[src/rtl/uart_rx_timing_pkg.sv]
// Shared types and limits for the UART receive timing counter.
// Clamp limits keep the sample midpoint and wrap compares free of underflow.
package uart_rx_timing_pkg;

  typedef enum logic [1:0] {
    IDLE  = 2'd0,
    COUNT = 2'd1,
    DONE  = 2'd2
  } state_t;

  localparam int MIN_PRESCALE  = 4;
  localparam int MIN_FRAME_LEN = 1;

endpackage

[src/rtl/uart_rx_edge_div.sv]
// Modulo-N clock-position counter; wrap flags the last clock of each bit.
// Latency: count is registered, wrap is decoded from registered state only.
module uart_rx_edge_div #(
  parameter int W = 6
) (
  input  logic         CLK_EDGE,
  input  logic         RST_EDGE,
  input  logic         run,
  input  logic [W-1:0] modulus,
  output logic [W-1:0] count,
  output logic         wrap
);

  assign wrap = (count == (modulus - W'(1)));

  always_ff @(posedge CLK_EDGE or negedge RST_EDGE) begin
    if (!RST_EDGE) begin
      count <= '0;
    end else if (!run || wrap) begin
      count <= '0;
    end else begin
      count <= count + W'(1);
    end
  end

endmodule

[src/rtl/uart_rx_timing_counter.sv]
// UART RX bit/frame timing: edge and bit counters, sample strobes, done pulses.
// Outputs decode registered state only; UART_RX_SAMPLE3_EN adds mid-1/mid+1 strobes for majority vote.
module uart_rx_timing_counter
  import uart_rx_timing_pkg::*;
#(
  parameter int PRESCALE_W = 6,
  parameter int BIT_CNT_W  = 4
) (
  input  logic                  CLK_EDGE,
  input  logic                  RST_EDGE,
  input  logic                  enable,
  input  logic [PRESCALE_W-1:0] prescale,
  input  logic [BIT_CNT_W-1:0]  frame_len,
  output logic [PRESCALE_W-1:0] edge_cnt,
  output logic [BIT_CNT_W-1:0]  bit_cnt,
  output logic                  sample_stb,
  output logic [1:0]            sample_idx,
  output logic                  bit_done,
  output logic                  frame_done,
  output logic                  busy
);

  localparam logic [PRESCALE_W-1:0] MIN_PRE = PRESCALE_W'(MIN_PRESCALE);
  localparam logic [BIT_CNT_W-1:0]  MIN_LEN = BIT_CNT_W'(MIN_FRAME_LEN);

  state_t                  state_q;
  state_t                  state_d;
  logic [PRESCALE_W-1:0]   pre_q;
  logic [BIT_CNT_W-1:0]    len_q;
  logic [BIT_CNT_W-1:0]    bit_cnt_q;
  logic [PRESCALE_W-1:0]   mid;
  logic                    in_count;
  logic                    edge_run;
  logic                    edge_wrap;
  logic                    last_bit;
  logic                    frame_end;
  logic                    start;

  assign in_count  = (state_q == COUNT);
  assign edge_run  = in_count && enable;
  assign start     = (state_q == IDLE) && enable;
  assign last_bit  = (bit_cnt_q == (len_q - BIT_CNT_W'(1)));
  assign frame_end = in_count && edge_wrap && last_bit;
  assign mid       = pre_q >> 1;

  uart_rx_edge_div #(
    .W (PRESCALE_W)
  ) u_edge_div (
    .CLK_EDGE (CLK_EDGE),
    .RST_EDGE (RST_EDGE),
    .run      (edge_run),
    .modulus  (pre_q),
    .count    (edge_cnt),
    .wrap     (edge_wrap)
  );

  always_ff @(posedge CLK_EDGE or negedge RST_EDGE) begin
    if (!RST_EDGE) begin
      state_q <= IDLE;
    end else begin
      state_q <= state_d;
    end
  end

  always_comb begin
    state_d = state_q;
    case (state_q)
      IDLE:    if (enable) state_d = COUNT;
      COUNT: begin
        if (!enable) begin
          state_d = IDLE;
        end else if (frame_end) begin
          state_d = DONE;
        end
      end
      DONE:    if (!enable) state_d = IDLE;
      default: state_d = IDLE;
    endcase
  end

  // Frame parameters are frozen at start so mid-frame input changes cannot skew bit timing.
  always_ff @(posedge CLK_EDGE or negedge RST_EDGE) begin
    if (!RST_EDGE) begin
      pre_q <= '0;
      len_q <= '0;
    end else if (start) begin
      pre_q <= (prescale < MIN_PRE) ? MIN_PRE : prescale;
      len_q <= (frame_len < MIN_LEN) ? MIN_LEN : frame_len;
    end
  end

  always_ff @(posedge CLK_EDGE or negedge RST_EDGE) begin
    if (!RST_EDGE) begin
      bit_cnt_q <= '0;
    end else if (!edge_run || frame_end) begin
      bit_cnt_q <= '0;
    end else if (edge_wrap) begin
      bit_cnt_q <= bit_cnt_q + BIT_CNT_W'(1);
    end
  end

  assign bit_cnt = bit_cnt_q;

  always_comb begin
    busy       = (state_q != IDLE);
    bit_done   = in_count && edge_wrap;
    frame_done = frame_end;
    sample_stb = 1'b0;
    sample_idx = 2'd0;
`ifdef UART_RX_SAMPLE3_EN
    if (in_count) begin
      if (edge_cnt == (mid - PRESCALE_W'(1))) begin
        sample_stb = 1'b1;
        sample_idx = 2'd0;
      end else if (edge_cnt == mid) begin
        sample_stb = 1'b1;
        sample_idx = 2'd1;
      end else if (edge_cnt == (mid + PRESCALE_W'(1))) begin
        sample_stb = 1'b1;
        sample_idx = 2'd2;
      end
    end
`else
    sample_stb = in_count && (edge_cnt == mid);
`endif
  end

endmodule

[config.mk]
export PLATFORM = sky130hd
export DESIGN_NAME = uart_rx_timing_counter
export DESIGN_NICKNAME = d
export VERILOG_FILES = /design/src/rtl/uart_rx_timing_pkg.sv /design/src/rtl/uart_rx_edge_div.sv /design/src/rtl/uart_rx_timing_counter.sv
export SDC_FILE = /design/constraint.sdc
export NUM_CORES = 1
export LEC_CHECK = 0
export ABC_CLOCK_PERIOD_IN_PS = 2000
export CORE_MARGIN = 5
export CORE_UTILIZATION = 45
export CTS_CLUSTER_DIAMETER = 80
export CTS_CLUSTER_SIZE = 40
export DETAILED_ROUTE_END_ITERATION = 16
export GPL_TIMING_DRIVEN = 0
export PLACE_DENSITY = 0.87
export SYNTH_ARGS = -nofsm -noshare
export SYNTH_HDL_FRONTEND = slang
export SYNTH_SLANG_ARGS = --single-unit
[constraint.sdc]
create_clock -name CLK_EDGE -period 2 [get_ports CLK_EDGE]
set_input_delay 0.4 -clock CLK_EDGE [delete_from_list [all_inputs] [get_ports CLK_EDGE]]
set_output_delay 0.4 -clock CLK_EDGE [all_outputs]
set_load 0.01 [all_outputs]
[Word-level counts from Yosys, hierarchy flattened]
Cells that the tools add are included.
Word-level totals
  output and inout bits: 16
  bits in latches: 0
  logic and storage cells: 41
  bits in writable memories: 0
  memories kept: 0
  flip-flop bits (word level): 22
  ROM bits: 0
  bits of input ports: 13
Operators by class
  bitwise gates (word level): 0
  magnitude comparators: 2
  muxes and demuxes: 10
  div/mod/pow operators: 0
  add/subtract/negate cells: 4
  eq/ne operators: 8
  reductions and logical operators: 12
  multiply operators: 0
  shifts and indexed selects: 0
Operators by type and width (count)
  2-to-1 mux 4 bit: 3
  2-to-1 mux 6 bit: 2
  2-to-1 mux 2 bit: 4
  adder 6 x 1 -> 6 bit, second input constant: 1
  == test 6 x 5 -> 1 bit: 1
  == test 6 bit: 1
  less-than comparator 6 x 3 -> 1 bit, second input constant: 1
  case mux 2 bit (3 select lines): 1
  subtractor 6 x 1 -> 6 bit, second input constant: 1
  logical AND 1 bit: 5
  adder 4 x 1 -> 4 bit, second input constant: 1
  == test 4 bit: 1
  less-than comparator 4 x 1 -> 1 bit, second input constant: 1
  inequality test 2 bit, second input constant: 2
  nonzero test 2 bit: 2
  subtractor 4 x 1 -> 4 bit, second input constant: 1
  inequality test 3 x 2 -> 1 bit, second input constant: 1
  AND reduction 3 bit: 1
  == test 2 x 1 -> 1 bit, second input constant: 1
  == test 2 bit, second input constant: 1
  zero test 2 bit: 1
  logical OR 1 bit: 2
  zero test 1 bit: 1

[Longest topological paths before layout]
  depth after elaboration: 7
  mapped depth: 8
  gate-level depth less buffers: 7

[Modules after synthesis]
From an unflattened synthesis, not the netlist that was laid out.
Unflattened totals
  cells, all modules: 132
  area total of the unflattened synthesis: 1298.7 um^2
By module, submodules not included
  uart_rx_timing_counter: cells an instance 87, seq. area each 400.4 um^2, times used 1, area an instance 852.1 um^2
  uart_rx_edge_div: cells an instance 45, seq. area each 150.1 um^2, times used 1, area an instance 446.7 um^2

[Worst setup path after synthesis]
No wires, ideal clock.
  path type: reg2reg
  start point: register pre_q[0]
  end point: register bit_cnt_q[0], in the netlist bit_cnt[0]
  cell stages (with the launch flop): 9
  clock period less this slack: 2.141 ns
  data required time: 1.922 ns
  path buffers: 1
  slack: -0.141 ns
  library setup time: 0.078 ns
  arrival time: 2.063 ns
  cells stage by stage: dfrtp_1 inv_1 ha_1 xor2_1 nand2_1 or4_1 buf_2 or4_1 a21oi_1
Between the ends
  word-level cells in the longest chain between the ends: 6
  elaborated cells on any way between the ends: 7
  classes of those cells: 1 x add/sub; 1 x eq/ne; 1 x mux; 4 x reduce/logical
RTL lines
  from (decl): RTL line uart_rx_timing_counter.sv:28  | logic [PRESCALE_W-1:0] pre_q;
  from (signal assigned): RTL line uart_rx_timing_counter.sv:87  | pre_q <= (prescale < MIN_PRE) ? MIN_PRE : prescale;
  subtractor 6 x 1 -> 6 bit *: RTL line uart_rx_edge_div.sv:14  | assign wrap = (count == (modulus - W'(1)));
  == test 6 bit *: RTL line uart_rx_edge_div.sv:14
  logical AND 1 bit (2 in series): RTL line uart_rx_timing_counter.sv:43  | assign frame_end = in_count && edge_wrap && last_bit;
  logical OR 1 bit: RTL line uart_rx_timing_counter.sv:95  | end else if (!edge_run || frame_end) begin
  2-to-1 mux 4 bit or nonzero test 2 bit (tied branches)
  to (signal assigned): RTL line uart_rx_timing_counter.sv:98  | bit_cnt_q <= bit_cnt_q + BIT_CNT_W'(1);
  to (decl): RTL line uart_rx_timing_counter.sv:30  | logic [BIT_CNT_W-1:0] bit_cnt_q;
Every way passes the cells marked *; elsewhere a longest branch is shown, timed or not.
A chain may end at the register's enable or synchronous reset.

[Worst setup path in the final report]
  start point: register pre_q[1]
  end point: output frame_done
Between the ends
  word-level cells in the longest chain between the ends: 4
RTL lines
  subtractor 6 x 1 -> 6 bit: RTL line uart_rx_edge_div.sv:14
  == test 6 bit: RTL line uart_rx_edge_div.sv:14
  logical AND 1 bit (2 in series): RTL line uart_rx_timing_counter.sv:43
  to (decl): RTL line uart_rx_timing_counter.sv:19  | output logic frame_done,
Every way passes these cells.

==> flow_summary.yaml <==
worst_setup_path:
  crit_path_max_fanout: 2
  r2r-end: "bit_cnt[0]"
  cp-end-kind: "output pin"
  cpMaxStageDelayCell: "dfrtp_1"
  cp.required_ns: 1.60
  cpPeakStageDelay_ns: 0.43
  path_cells: "buf_4 > inv_1 > ha_1 > xor2_1 > nand2_1 > nor4_4 > and3_4 > and2_4 > buf_6"
  cp.arrival_ns: 2.20
  crit_end: "frame_done"
  r2r-start: "pre_q[1]"
  critPathLaunch: "pre_q[1]"
  reg2regPathDepth: 9
  r2r_slack_ns: -0.46
  worstSetupStartpointType: "flop"
  critical_path_class: "reg -> out"
placement:
  io_buffers: 26
  globalplace.congestion: 0.837
  postPlaceCellArea_sq_mm: 0.00163
  dp_hpwl_um: 2370
synthesis:
  post_synth_num_cell_types: 34
  syn_inst: 150
  synth_largest_area_cell: "dfrtp_1"
  yosysWarnings: 0
  synth_top_area_share_pct: 41.6
  syn-mean-instance-area_sq_um: 8.82
  ys_seq_elements: 22
  synthTopCellsByArea: "dfrtp_1, xnor2_1, nand2_1"
  synth_area_sq_mm: 0.00132
  synth_seq_area_share_pct: 41.6
global_route:
  grt_max_degree: 23
  grt_pass1_vias: 1284
  grt_pass1_wl_um: 6000
  track_usage_pct: 18.1
  grt.overflow.total: 0
  antenna_found_initial: 0
drt:
  routed_wl_um: 3750
  drt_iter0_markers: 39
  vias_per_cell: 5.83
  drc: 0
  antenna_left: 0
  dr_total_vias: 1295
  wl_per_cell_um: 16.9
  dr.pass1.iters: 4
timing:
  tightest_slew_ns: 1.00
  setup_viol: 15
  skew_ns: 0.0123
  finalHoldViolCount: 0
  fmax_mhz: 385
  fin_ws_ns: -0.597
  max_slew_margin_pct: 33.0
  period_minus_slack_ns: 2.60
  drv_slew: 0
  finalCritPeriodShare_pct: 130
  rsz0062_at_grt: "yes"
power_and_ir_drop:
  p_leak_uw: 0.000799
  cellPowerDensity_mw_per_mm2: 769
  ir_drop_uv: 740
die:
  die_area_sq_mm: 0.00412
  io_pins: 29
  die_w_um: 64.2
  start_util_pct: 47.5
  core_sq_mm: 0.00278
  die_y_um: 64.2
  rows: 19
clocking:
  clk_path_buf_depth: 2
  clk_pin_slew_ns: 0.14
  htree_levels: 1
  clockRootBuffer: "clkbuf_4"
  insertion_delay_ns: 0.32
  ctsHoldBuffers: 0
  cts.sinks: 22
  cts_tree: "built"
  numCtsBuffers: 3
flow_run:
  maxCapViolations: 0
hold_path:
  min_path_type: "reg -> reg"
layout:
  area_growth_pct: 39.0
  n_antenna_cell: 0
  final_nets: 209
  fillCellCount: 199
  fin_util_pct: 66.1
  drive_gt1_share_pct: 19.4
  fin_area_sq_mm: 0.00184
outcome:
  status: "complete, but fails checks"
  violations: "setup timing"
[area by class of cell]
| class | instances | area [sq um] | area share (%) |
|---|---|---|---|
| inverter | 8 | 30.0 | 1.63 |
| clock buffer | 4 | 36.3 | 1.97 |
| buffer | 6 | 41.3 | 2.25 |
| multi-input combinational | 115 | 797 | 43.4 |
| tap | 31 | 38.8 | 2.11 |
| sequential | 22 | 551 | 30.0 |
| timing repair buffer | 36 | 344 | 18.7 |
[worst max-delay path, delay by kind of cell (launching register included)]
| family | cells | cell delay (ns) |
|---|---|---|
| simple gates | 4 | 0.71 |
| buf+inv | 3 | 0.30 |
| fa+ha+maj | 1 | 0.24 |
| xor+xnor | 1 | 0.20 |
| flops | 1 | 0.43 |
[logic make-up after synthesis]
family | Yosys count | synth area share (%)
compound gates | 24 | 10.7
xor+xnor | 21 | 14.5
fa+ha+maj | 4 | 3.78
buf+inv | 14 | 4.92
flops | 22 | 41.6
other cells | 1 | 0.284
simple gates | 64 | 24.2
[through the flow]
step / hold slack [ns] / setup slack, ns / TNS [ns] / instances / total power [uW]
floorplan: 0.104 / -0.0864 / -0.199 / 151 / 859
global placement: 0.494 / -0.632 / -2.09 / 208 / 962
detailed placement: 0.516 / -0.679 / -3.01 / 208 / 991
CTS: 0.546 / -0.524 / -2.45 / 218 / 1330
global route: 0.565 / -0.701 / -5.44 / 222 / 1510
finish: 0.541 / -0.597 / -4.05 / 222 / 1410
[what timing repair did]
action | in CTS | in global routing
gates resized for setup | 30 | 9
setup buffers | 6 | 5
hold endpoints to repair | 0 | 0
setup endpoints to repair | 15 | 15
pin swaps | 7 | 6
[report_power, final]
part	total, uW	leakage [uW]	internal (uW)	switching, uW
Clock	259	0.0000210	111	147
Sequential	566	0.000287	496	69.6
Combinational	590	0.000491	269	320
[how the worst min path moves through the flow]
stage	cells past startpoint	startpoint	end	slack, ns
after CTS	2	len_q[3]	len_q[3]	0.55
after global placement	2	len_q[3]	len_q[3]	0.49
final	2	len_q[3]	len_q[3]	0.54
after detailed placement	2	len_q[3]	len_q[3]	0.52
after floorplan	0	RST_EDGE	bit_cnt[0]	0.10
after global routing	2	len_q[3]	len_q[3]	0.56
[cell usage in the layout (no fill, tap or decap), drive strengths merged, types with 5 or more instances in the layout]
| master | instances |
|---|---|
| nand2 | 23 |
| nor3 | 10 |
| buf | 17 |
| xnor2 | 14 |
| clkbuf | 6 |
| clkdlybuf4s50 | 23 |
| a21oi | 7 |
| inv | 8 |
| dfrtp | 22 |
| xor2 | 7 |
| o21ai | 9 |
| nor2 | 8 |
| nand3 | 5 |
[cell usage after synthesis]
library cell	n
a211oi_1	1
a21oi_1	7
a22o_1	1
a31oi_1	1
and2_1	3
and3_1	2
and3_2	1
buf_2	1
buf_4	3
clkbuf_1	2
conb_1	1
dfrtp_1	22
ha_1	4
inv_1	8
nand2_1	23
nand2b_1	2
nand3_1	5
nand4_1	2
nor2_1	8
nor2b_1	2
nor3_1	9
nor3_4	1
nor3b_1	1
nor4_1	2
o21ai_0	9
o22a_1	1
o22ai_1	2
o311ai_0	1
o41ai_1	1
or3_1	1
or4_1	2
xnor2_1	13
xnor2_2	1
xor2_1	7
[sequential cells by signal, summed over array words and instances, names as in the netlist]
signal / count
bit_cnt: 4
pre_q: 6
u_edge_div.count: 6
len_q: 4
state_q: 2
[layer usage]
| layer | GRT usage [%] | up-vias | part of all wire, % |
|---|---|---|---|
| met1 | 21.9 | 642 | 39 |
| li1 | - | 595 | - |
| met3 | 2.45 | 10 | 4.9 |
| met2 | 32.4 | 48 | 54 |
| met5 | 0 | - | 0 |
| met4 | 6.62 | 0 | 2.0 |
No activity file was read; power rests on OpenSTA's default activity.
